### config.mk
export PLATFORM = sky130hd
export DESIGN_NAME = vol_button_ctrl
export DESIGN_NICKNAME = d
export VERILOG_FILES = /design/src/rtl/vol_button_pkg.sv /design/src/rtl/button_debounce.sv /design/src/rtl/vol_button_ctrl.sv
export SDC_FILE = /design/constraint.sdc
export NUM_CORES = 1
export LEC_CHECK = 0
export ABC_AREA = 0
export BUFFER_PORTS_ARGS = -buffer_cell sky130_fd_sc_hd__clkbuf_2
export CORE_UTILIZATION = 31
export DETAILED_ROUTE_END_ITERATION = 6
export PLACE_DENSITY = 0.49
export SLEW_MARGIN = 20
export SYNTH_ARGS = -nofsm -noshare
export SYNTH_HDL_FRONTEND = slang
export SYNTH_HIERARCHICAL = 1
export SYNTH_SLANG_ARGS = --single-unit
### constraint.sdc
create_clock -name clk_i -period 2.35 [get_ports clk_i]
set_input_delay 0.47 -clock clk_i [delete_from_list [all_inputs] [get_ports clk_i]]
set_output_delay 0.47 -clock clk_i [all_outputs]
set_load 0.02 [all_outputs]
### src/rtl/vol_button_pkg.sv
// Shared state codes, direction type and sizing helper for the volume button front end.
package vol_button_pkg;

  typedef logic [1:0] state_t;

  localparam state_t IDLE   = 2'd0;
  localparam state_t HOLD   = 2'd1;
  localparam state_t REPEAT = 2'd2;
  localparam state_t LOCK   = 2'd3;

  typedef enum logic {
    DIR_UP   = 1'b0,
    DIR_DOWN = 1'b1
  } dir_e;

  // Bits needed to hold 0..max_value, never less than one bit.
  function automatic int unsigned level_width(input int unsigned max_value);
    return (max_value < 1) ? 1 : $clog2(max_value + 1);
  endfunction

endpackage

### src/rtl/button_debounce.sv
// Two-flop synchroniser and stability counter for one raw push-button.
// rise_o pulses for one cycle, registered alongside the debounced level going high.
module button_debounce
  import vol_button_pkg::*;
#(
  parameter int unsigned debounce_cycles_p = 16
) (
  input  logic clk_i,
  input  logic reset_i,
  input  logic btn_i,
  output logic level_o,
  output logic rise_o
);

  localparam int unsigned count_w = level_width(debounce_cycles_p);

  logic               sync_meta;
  logic               sync;
  logic [count_w-1:0] count;

  // The counter only runs while the synchronised input disagrees with the
  // accepted level, so it tops out at debounce_cycles_p and cannot wrap.
  always_ff @(posedge clk_i) begin
    if (reset_i) begin
      sync_meta <= 1'b0;
      sync      <= 1'b0;
      level_o   <= 1'b0;
      rise_o    <= 1'b0;
      count     <= '0;
    end else begin
      sync_meta <= btn_i;
      sync      <= sync_meta;
      rise_o    <= 1'b0;
      if (sync == level_o) begin
        count <= '0;
      end else if (count == count_w'(debounce_cycles_p)) begin
        level_o <= sync;
        rise_o  <= sync;
        count   <= '0;
      end else begin
        count <= count + count_w'(1);
      end
    end
  end

endmodule

### src/rtl/vol_button_ctrl.sv
// Volume up/down button front end: debounced presses become gated one-cycle pulses.
// Hold-to-repeat is built only when VOL_BUTTON_AUTO_REPEAT_EN is defined.
module vol_button_ctrl
  import vol_button_pkg::*;
#(
  parameter int unsigned debounce_cycles_p = 16,
  parameter int unsigned hold_cycles_p     = 64,
  parameter int unsigned repeat_cycles_p   = 16,
  parameter int unsigned min_level_p       = 0,
  parameter int unsigned max_level_p       = 7,
  parameter int unsigned reset_level_p     = 0
) (
  input  logic                                  clk_i,
  input  logic                                  reset_i,
  input  logic                                  btn_up_i,
  input  logic                                  btn_down_i,
  output logic                                  up_o,
  output logic                                  down_o,
  output logic [level_width(max_level_p)-1:0]   level_o
);

  localparam int unsigned level_w   = level_width(max_level_p);
  localparam int unsigned count_top = (hold_cycles_p > repeat_cycles_p) ? hold_cycles_p
                                                                        : repeat_cycles_p;
  localparam int unsigned count_w   = level_width(count_top);
  localparam logic [count_w-1:0] count_sat = '1;

  logic up_level;
  logic up_rise;
  logic down_level;
  logic down_rise;

  button_debounce #(
    .debounce_cycles_p(debounce_cycles_p)
  ) u_up_debounce (
    .clk_i  (clk_i),
    .reset_i(reset_i),
    .btn_i  (btn_up_i),
    .level_o(up_level),
    .rise_o (up_rise)
  );

  button_debounce #(
    .debounce_cycles_p(debounce_cycles_p)
  ) u_down_debounce (
    .clk_i  (clk_i),
    .reset_i(reset_i),
    .btn_i  (btn_down_i),
    .level_o(down_level),
    .rise_o (down_rise)
  );

  state_t             state;
  state_t             state_next;
  dir_e               dir;
  dir_e               dir_next;
  dir_e               fire_dir;
  logic [count_w-1:0] count;
  logic [count_w-1:0] count_next;
  logic               fire;
  logic               held;
  logic               other;
  logic               hold_expire;
  logic               up_ok;
  logic               down_ok;

`ifdef VOL_BUTTON_AUTO_REPEAT_EN
  logic repeat_expire;
  assign hold_expire   = (count == count_w'(hold_cycles_p - 1));
  assign repeat_expire = (count == count_w'(repeat_cycles_p - 1));
`else
  assign hold_expire   = 1'b0;
`endif

  // A due repeat pulse wins over a same-cycle release or conflict; the
  // release is then picked up on the following cycle.
  always_comb begin
    state_next = state;
    dir_next   = dir;
    count_next = (count == count_sat) ? count : count + count_w'(1);
    fire       = 1'b0;
    fire_dir   = dir;
    held       = (dir == DIR_UP) ? up_level : down_level;
    other      = (dir == DIR_UP) ? down_level : up_level;
    case (state)
      IDLE: begin
        count_next = '0;
        if (up_rise && down_rise) begin
          state_next = LOCK;
        end else if (up_rise || down_rise) begin
          fire       = 1'b1;
          fire_dir   = up_rise ? DIR_UP : DIR_DOWN;
          dir_next   = fire_dir;
          state_next = HOLD;
        end
      end
      HOLD: begin
        if (hold_expire) begin
          fire       = 1'b1;
          count_next = '0;
          state_next = REPEAT;
        end else if (!held) begin
          state_next = IDLE;
        end else if (other) begin
          state_next = LOCK;
        end
      end
`ifdef VOL_BUTTON_AUTO_REPEAT_EN
      REPEAT: begin
        if (repeat_expire) begin
          fire       = 1'b1;
          count_next = '0;
        end else if (!held) begin
          state_next = IDLE;
        end else if (other) begin
          state_next = LOCK;
        end
      end
`endif
      LOCK: begin
        count_next = '0;
        if (!up_level && !down_level) begin
          state_next = IDLE;
        end
      end
      default: begin
        count_next = '0;
        state_next = IDLE;
      end
    endcase
  end

  assign up_ok   = fire && (fire_dir == DIR_UP)   && (level_o < level_w'(max_level_p));
  assign down_ok = fire && (fire_dir == DIR_DOWN) && (level_o > level_w'(min_level_p));

  always_ff @(posedge clk_i) begin
    if (reset_i) begin
      state   <= IDLE;
      dir     <= DIR_UP;
      count   <= '0;
      up_o    <= 1'b0;
      down_o  <= 1'b0;
      level_o <= level_w'(reset_level_p);
    end else begin
      state  <= state_next;
      dir    <= dir_next;
      count  <= count_next;
      up_o   <= up_ok;
      down_o <= down_ok;
      if (up_ok) begin
        level_o <= level_o + level_w'(1);
      end else if (down_ok) begin
        level_o <= level_o - level_w'(1);
      end
    end
  end

endmodule
# [After elaboration in Yosys (flattened, before gate mapping)]
# Cells that the tools add are included.
[classes] addsub=4 n_shift=0 order_cmp=2 n_reduce_logical=18 bitwise=5 multipliers=0 n_div=0 n_mux=17 eq_ne=9
[op_table] op="3-bit OR reduction" n=4
[op_table] op="5-bit by 1-bit adder with 5-bit output, second input constant" n=2
[op_table] op="5-bit == test, second input constant" n=2
[op_table] op="2-bit 2-to-1 mux" n=5
[op_table] op="1-bit 2-to-1 mux" n=9
[op_table] op="1-bit logical AND" n=6
[op_table] op="3-bit 2-to-1 mux" n=2
[op_table] op="3-bit != test, second input constant" n=2
[op_table] op="2-bit one-hot mux with 3 select lines" n=1
[op_table] op="1-bit inverter" n=5
[op_table] op="2-bit AND reduction" n=2
[op_table] op="3-bit by 1-bit adder with 3-bit output, second input constant" n=1
[op_table] op="3-bit by 1-bit > comparator with 1-bit output, second input constant" n=1
[op_table] op="3-bit less-than comparator, second input constant" n=1
[op_table] op="3-bit AND reduction" n=1
[op_table] op="3-bit by 1-bit subtractor with 3-bit output, second input constant" n=1
[op_table] op="1-bit == test" n=2
[op_table] op="2-bit by 1-bit == test with 1-bit output, second input constant" n=1
[op_table] op="2-bit == test, second input constant" n=1
[op_table] op="1-bit logical NOT" n=2
[op_table] op="2-bit logical NOT" n=1
[op_table] op="2-bit != test, second input constant" n=1
[op_table] op="2-bit nonzero test" n=1
[op_table] op="1-bit logical OR" n=1
[totals] mem_bits_rw=0 latch_bits=0 register_bits=26 word_cells=70 mem_bits_ro=0 memories=0 in_bits=4

# [Longest topological paths before layout]
# Gate-level depths: netlist of run 1.
[depth] word_depth=8 mapped_depth=8

# [By module]
# The synthesis of run 1 kept the hierarchy.
[modules_own_cells] module="button_debounce" seq_area_each_um2=180.2 cells_each=32 instances=2 area_per_inst_um2=361.6
[modules_own_cells] module="vol_button_ctrl" seq_area_each_um2=160.2 cells_each=52 instances=1 area_per_inst_um2=479.2

# [Worst setup path before layout of run 1]
# OpenSTA, ideal clock, no wires.
[synth_timing] kind="register -> register" start="reg u_up_debounce.rise_o" end="reg level_o[2] (netlist name)" slack_ps=-53 arrival_time_ps=2280 setup_time_ps=123 n_path_buf=0 path_stages_with_launch=9 path_cell_list="dfxtp_1 inv_1 ha_1 or3b_4 and4b_2 inv_1 fa_1 mux2i_1 mux2_1"
[synth_lines] item="start: declaration" line_no="button_debounce.sv:12" source="output logic rise_o"
[synth_lines] item="start signal: assignment" line_no="button_debounce.sv:38" source="rise_o <= sync;"

==> flow_summary.ini, run 1 <==
[place]
io_buffer_count = 8
detailed_place_hpwl_mm = 1.34
place.gp.congestion = 0.669

[global_route]
gr-total-overflow = 0
grt_pass1_vias = 742
grt_pass1_wl_mm = 3.17
antenna_found_initial = 0
grt.total_usage_pct = 9.76
grt_max_degree = 22

[pwr]
power_mw = 0.774
worst_ir_drop_vdd_v = 0.000198
p_leak_nw = 0.526
power.density_mw_per_mm2 = 555

[cts]
htreeDepth = 1
numCtsBuffers = 3
clock-sinks = 26
clkTransAtPathRegs_ps = 90
clk_path_buf_depth = 2
cts_tree = done
cts_root_buf = clkbuf_8
insertion_delay_ps = 270
post_cts_buffers = 0

[route]
drc = 0
highest_layer = met4
firstDrtPassIters = 2
wl_met2_microns = 866
wirelength_mm = 1.84
viasPerCell = 4.55
ant_nets = 0
wl_met3_microns = 46
m1WireLength_microns = 915
wl_per_cell_microns = 10.3
num_vias = 810
drt_iter0_markers = 11

[timing]
worst_slew_pin_slew_ps = 412
slew_headroom_pct = 72.5
drv_slew = 0
period_share_pct = 98.7
clock-skew-final_ps = 5.77
fmax_mhz = 431
whs_ps = 406
setup_viol = 0
period_needed_ps = 2320
grt_setup_unrepaired = true
finalHoldViolations = 0

[critical_path]
criticalPathCategory = flop to flop
required_ps = 2510
crit_arrival_ps = 2480
crit_fanout = 4
cp-start-kind = flop
rr_worst_depth = 8
end_kind = flop
rrSetupSlack_ps = 30
reg2reg_to = level_o[2]
crit-reg2reg-launch = u_up_debounce/rise_o

[synth]
synth_seq_area_share_pct = 43.3
ys_warn_count = 6
synth_edf_count = 0
async_reset_ff_share_pct = 0
netlist_instances = 116
synthDistinctLibCells = 30
ys_ff_latch = 26
synth_fp_nets = 128
synth.avg_cell_area_sq_um = 10.4
synthFlopType = dfxtp_1
synth.cell_area_sq_mm = 0.00120

[hold_path]
hold_path_depth = 2
worstHoldStart = btn_down_i
min_to = u_down_debounce/sync_meta
hold_class = primary input to flop

[job]
maxCapViolCount = 0

[layout]
mostFrequentLayoutCells = 24 x dfxtp_1, 17 x nor2_1, 8 x clkbuf_2
final_common_cell = dfxtp_1
area_growth_pct = 15.9
nets = 143
n_antenna_cell = 0
drive_gt1_share_pct = 23.8

[die]
die_h_microns = 64.3
pin_count = 9
fp.dieW_microns = 64.3
initial_core_util_pct = 32.6
core.rowCount = 22
core-area_sq_mm = 0.00369
die_area_sq_mm = 0.00413

[run_status]
status = finished clean
## cell families after synthesis
logic type / count (synthesis) / share of synthesized area, %
muxes: 5 / 4.27
AOI/OAI and AO/OA: 11 / 6.87
xor gates and xnor gates: 8 / 5.83
and+or+nand+nor: 48 / 27.7
DFF: 26 / 43.3
adders and majority gates: 8 / 8.95
buffers and inverters: 10 / 3.12
## cell type report
type / instances / area [sq um]
clock buffer: 4 / 55.1
timing repair buffer: 11 / 62.6
multi-input combinational: 80 / 659
sequential: 26 / 523
inverter: 9 / 33.8
fill: 379 / 2290
tap: 48 / 60.1
## routing by layer
| metal | GRT usage [%] | vias to the layer above |
|---|---|---|
| li1 | - | 425 |
| met3 | 2.68 | 2 |
| met5 | 0 | - |
| met1 | 12.4 | 375 |
| met2 | 15.4 | 8 |
| met4 | 4.17 | 0 |
## flip-flops by register name (all words and copies together) (netlist names)
name	flops
dir	1
down_o	1
level_o	3
state	2
u_down_debounce/count	5
u_down_debounce/level_o	1
u_down_debounce/rise_o	1
u_down_debounce/sync	1
u_down_debounce/sync_meta	1
u_up_debounce/count	5
u_up_debounce/level_o	1
u_up_debounce/rise_o	1
u_up_debounce/sync	1
u_up_debounce/sync_meta	1
up_o	1
## through the flow
stage                     setup slack [ps]  TNS, ps  util (%)  std cells  instance area, sq um
after floorplan                       35.2        0         -        116                  1210
after CTS                             4.61        0      37.4        178                  1380
final                                 31.7        0      37.8        178                  1390
after global routing                 -59.4    -59.4      37.8        178                  1390
after detailed placement              15.9        0      35.9        174                  1330
after global placement                65.9        0      35.9        174                  1330
## Yosys cell counts, types with 2 or more instances
master     number  area share, %
nor3_1          4            1.7
xor2_1          4            2.9
nor4b_2         2            2.5
nor2_1         17            5.3
nand4bb_4       2            4.6
mux2i_1         4            3.3
ha_1            7            7.3
nand3b_1        4            2.5
nand3_1         5            2.1
o21ai_0         3            1.2
nor2b_1         6            3.1
and3b_1         2            1.5
xnor2_1         4            2.9
inv_1           9            2.8
dfxtp_1        26             43
a21oi_1         3            1.2
## worst max-delay path by stage
stage,slack [ps],cells after the start,end,start
6_report,30,8,level_o[2],u_up_debounce/rise_o
2_1_floorplan,40,8,level_o[2],u_up_debounce/rise_o
3_3_place_gp,70,8,level_o[2],u_up_debounce/rise_o
4_1_cts,5,8,level_o[2],u_up_debounce/rise_o
3_5_place_dp,20,8,level_o[2],u_up_debounce/rise_o
5_1_grt,-60,8,level_o[2],u_up_debounce/rise_o
## repair_timing
item,4_1_cts,5_1_grt
hold buffers,0,0
setup endpoints to repair,0,1
resized for setup,0,4
endpoints found under the hold margin,0,0
## critical path, stage by stage (launching register included)
cell and delay, ps:
dfxtp_2 360, inv_2 60, ha_4 250, or3b_4 360
and4b_2 300, inv_2 50, fa_2 330, mux2i_1 160
mux2_1 330
## power by group
| group | switching, mW | internal, mW | leakage, nW |
|---|---|---|---|
| logic | 0.0159 | 0.0144 | 0.286 |
| registers | 0.00788 | 0.448 | 0.212 |
| clock network | 0.138 | 0.150 | 0.0288 |
No activity file was read; power rests on OpenSTA's default activity.
==> run 2: changes to the inputs <==
Settings changed: PLACE_DENSITY 0.49 to unset.
==> run 2 against run 1 <==
  * Cell count did not move
  * Register-to-register slack barely moved
  * Total power fell by 6.3%
  * Largest cell class unchanged
  * Wire length fell by 0.65%
==> flow_summary.ini, run 2 (synthesis results as in run 1) <==
[global_route]
use_met2_pct = 17.0
use_met1_pct = 10.7
antenna_found_initial = 0
grt_pass1_vias = 770
gr-total-overflow = 0
grt_max_degree = 22
met3_usage_pct = 3.75
grt-busiest-layer = met2
grt.total_usage_pct = 9.79
grt_pass1_wl_mm = 3.13

[critical_path]
slowest_delay_ps = 360
crit_fanout = 3
reg2reg_to = level_o[2]
crit_top_cell = inv_2
required_ps = 2510
critPathSlowestCell = or3b_4
worstPathBufferInverterCount = 2
cp-start-kind = flop
crit_arrival_ps = 2480
crit_chain = inv_2 -> ha_4 -> or3b_4 -> and4b_2 -> inv_2 -> fa_2 -> mux2i_1 -> mux2_1
criticalPathCategory = flop to flop
crit-reg2reg-launch = u_up_debounce/rise_o
end_kind = flop
rrSetupSlack_ps = 30
cp_num_cells = 8
rr_worst_depth = 8
critical_path.top_delay_family = simple AND/OR/NAND/NOR gates

[die]
die_area_sq_mm = 0.00413
core.rowCount = 22
pin_count = 9
initial_core_util_pct = 32.6
die_h_microns = 64.3
fp.dieW_microns = 64.3
core-area_sq_mm = 0.00369

[pwr]
power.density_mw_per_mm2 = 523
worst_ir_drop_vdd_v = 0.000322
p_leak_nw = 0.524
power_mw = 0.725

[route]
viasPerCell = 4.62
drt_iter0_markers = 9
wirelength_mm = 1.83
drc = 0
firstDrtPassIters = 4
ant_nets = 0
wl_per_cell_microns = 10.3
num_vias = 823

[cts]
clock-sinks = 26
cts_tree = done
insertion_delay_ps = 260
clkTransAtPathRegs_ps = 80
htreeDepth = 1
numCtsBuffers = 3
cts_root_buf = clkbuf_8
clk_path_buf_depth = 2
hold_buffers = 0

[place]
detailed_place_hpwl_mm = 1.34
pre_cts_slack_ps = 25.1
io_buffer_count = 8
postPlaceCellArea_sq_mm = 0.00133
place.gp.congestion = 0.762

[timing]
worst_slack_ps = 30.2
period_share_pct = 98.7
setup_viol = 0
period_needed_ps = 2320
fmax_mhz = 431
grt_setup_unrepaired = true
finalHoldViolations = 0
worst_slew_pin_slew_ps = 430
drv_slew = 0
clock-skew-final_ps = 4.54
finalSetupTns_ps = 0
slew_headroom_pct = 71.4

[layout]
area_growth_pct = 15.4
top_regs = u_down_debounce/count x5, u_up_debounce/count x5, level_o x3
seqCellArea_sq_um = 523
drive_gt1_share_pct = 23.8
multiInputGateArea_sq_um = 659
design_area_sq_mm = 0.00139
n_antenna_cell = 0
final_common_cell = dfxtp_1
nets = 144
fin_util_pct = 37.6
mostFrequentLayoutCells = 24 x dfxtp_1, 17 x nor2_1, 8 x clkbuf_2
n_fill_cell = 397

[hold_path]
hold_path_depth = 2
min_to = u_down_debounce/sync_meta
worstHoldStart = btn_down_i
hold_class = primary input to flop

[job]
maxCapViolCount = 0

[run_status]
status = finished clean
[run 2: changes by cell type in the layout (fill, tap and decap cells not counted), sizes merged]
cell and change:
buf +1, clkbuf -1
[run 2: worst max-delay path by stage]
stage / startpoint / end / slack (ps)
after CTS: u_up_debounce/rise_o / level_o[2] / 10
after global routing: u_up_debounce/rise_o / level_o[2] / -70
after global placement: u_up_debounce/rise_o / level_o[2] / 70
after detailed placement: u_up_debounce/rise_o / level_o[2] / 30
final: u_up_debounce/rise_o / level_o[2] / 30
after floorplan: u_up_debounce/rise_o / level_o[2] / 40
[run 2: per-stage QoR]
stage	hold WS, ps	instances
5_1_grt	414	178
3_3_place_gp	418	174
4_1_cts	409	177
6_report	415	178
3_5_place_dp	424	174
2_1_floorplan	414	116
[run 2: power by group]
group          total [mW]  switching (mW)  internal (mW)
combinational      0.0305          0.0161         0.0143
clock               0.239           0.125          0.114
sequential          0.455         0.00766          0.448
total               0.725           0.149          0.577
[run 2: repair_timing]
action	in CTS	in global routing
buffers inserted	0	1
gates resized for setup	0	4
setup endpoints to repair	0	1
endpoints found under the hold margin	0	0
[run 2: layout make-up]
cell class / count / area share (%)
Multi-Input combinational cell: 80 / 47.5
Sequential cell: 26 / 37.7
Timing Repair Buffer: 12 / 5.05
Tap cell: 48 / 4.33
Clock buffer: 3 / 2.98
Inverter: 9 / 2.43
[run 2: metal layers]
layer / wire length (microns) / share of wire, %
met3: 70 / 3.8
met4: 16 / 0.87
met5: 0 / 0
met1: 842 / 46
met2: 901 / 49
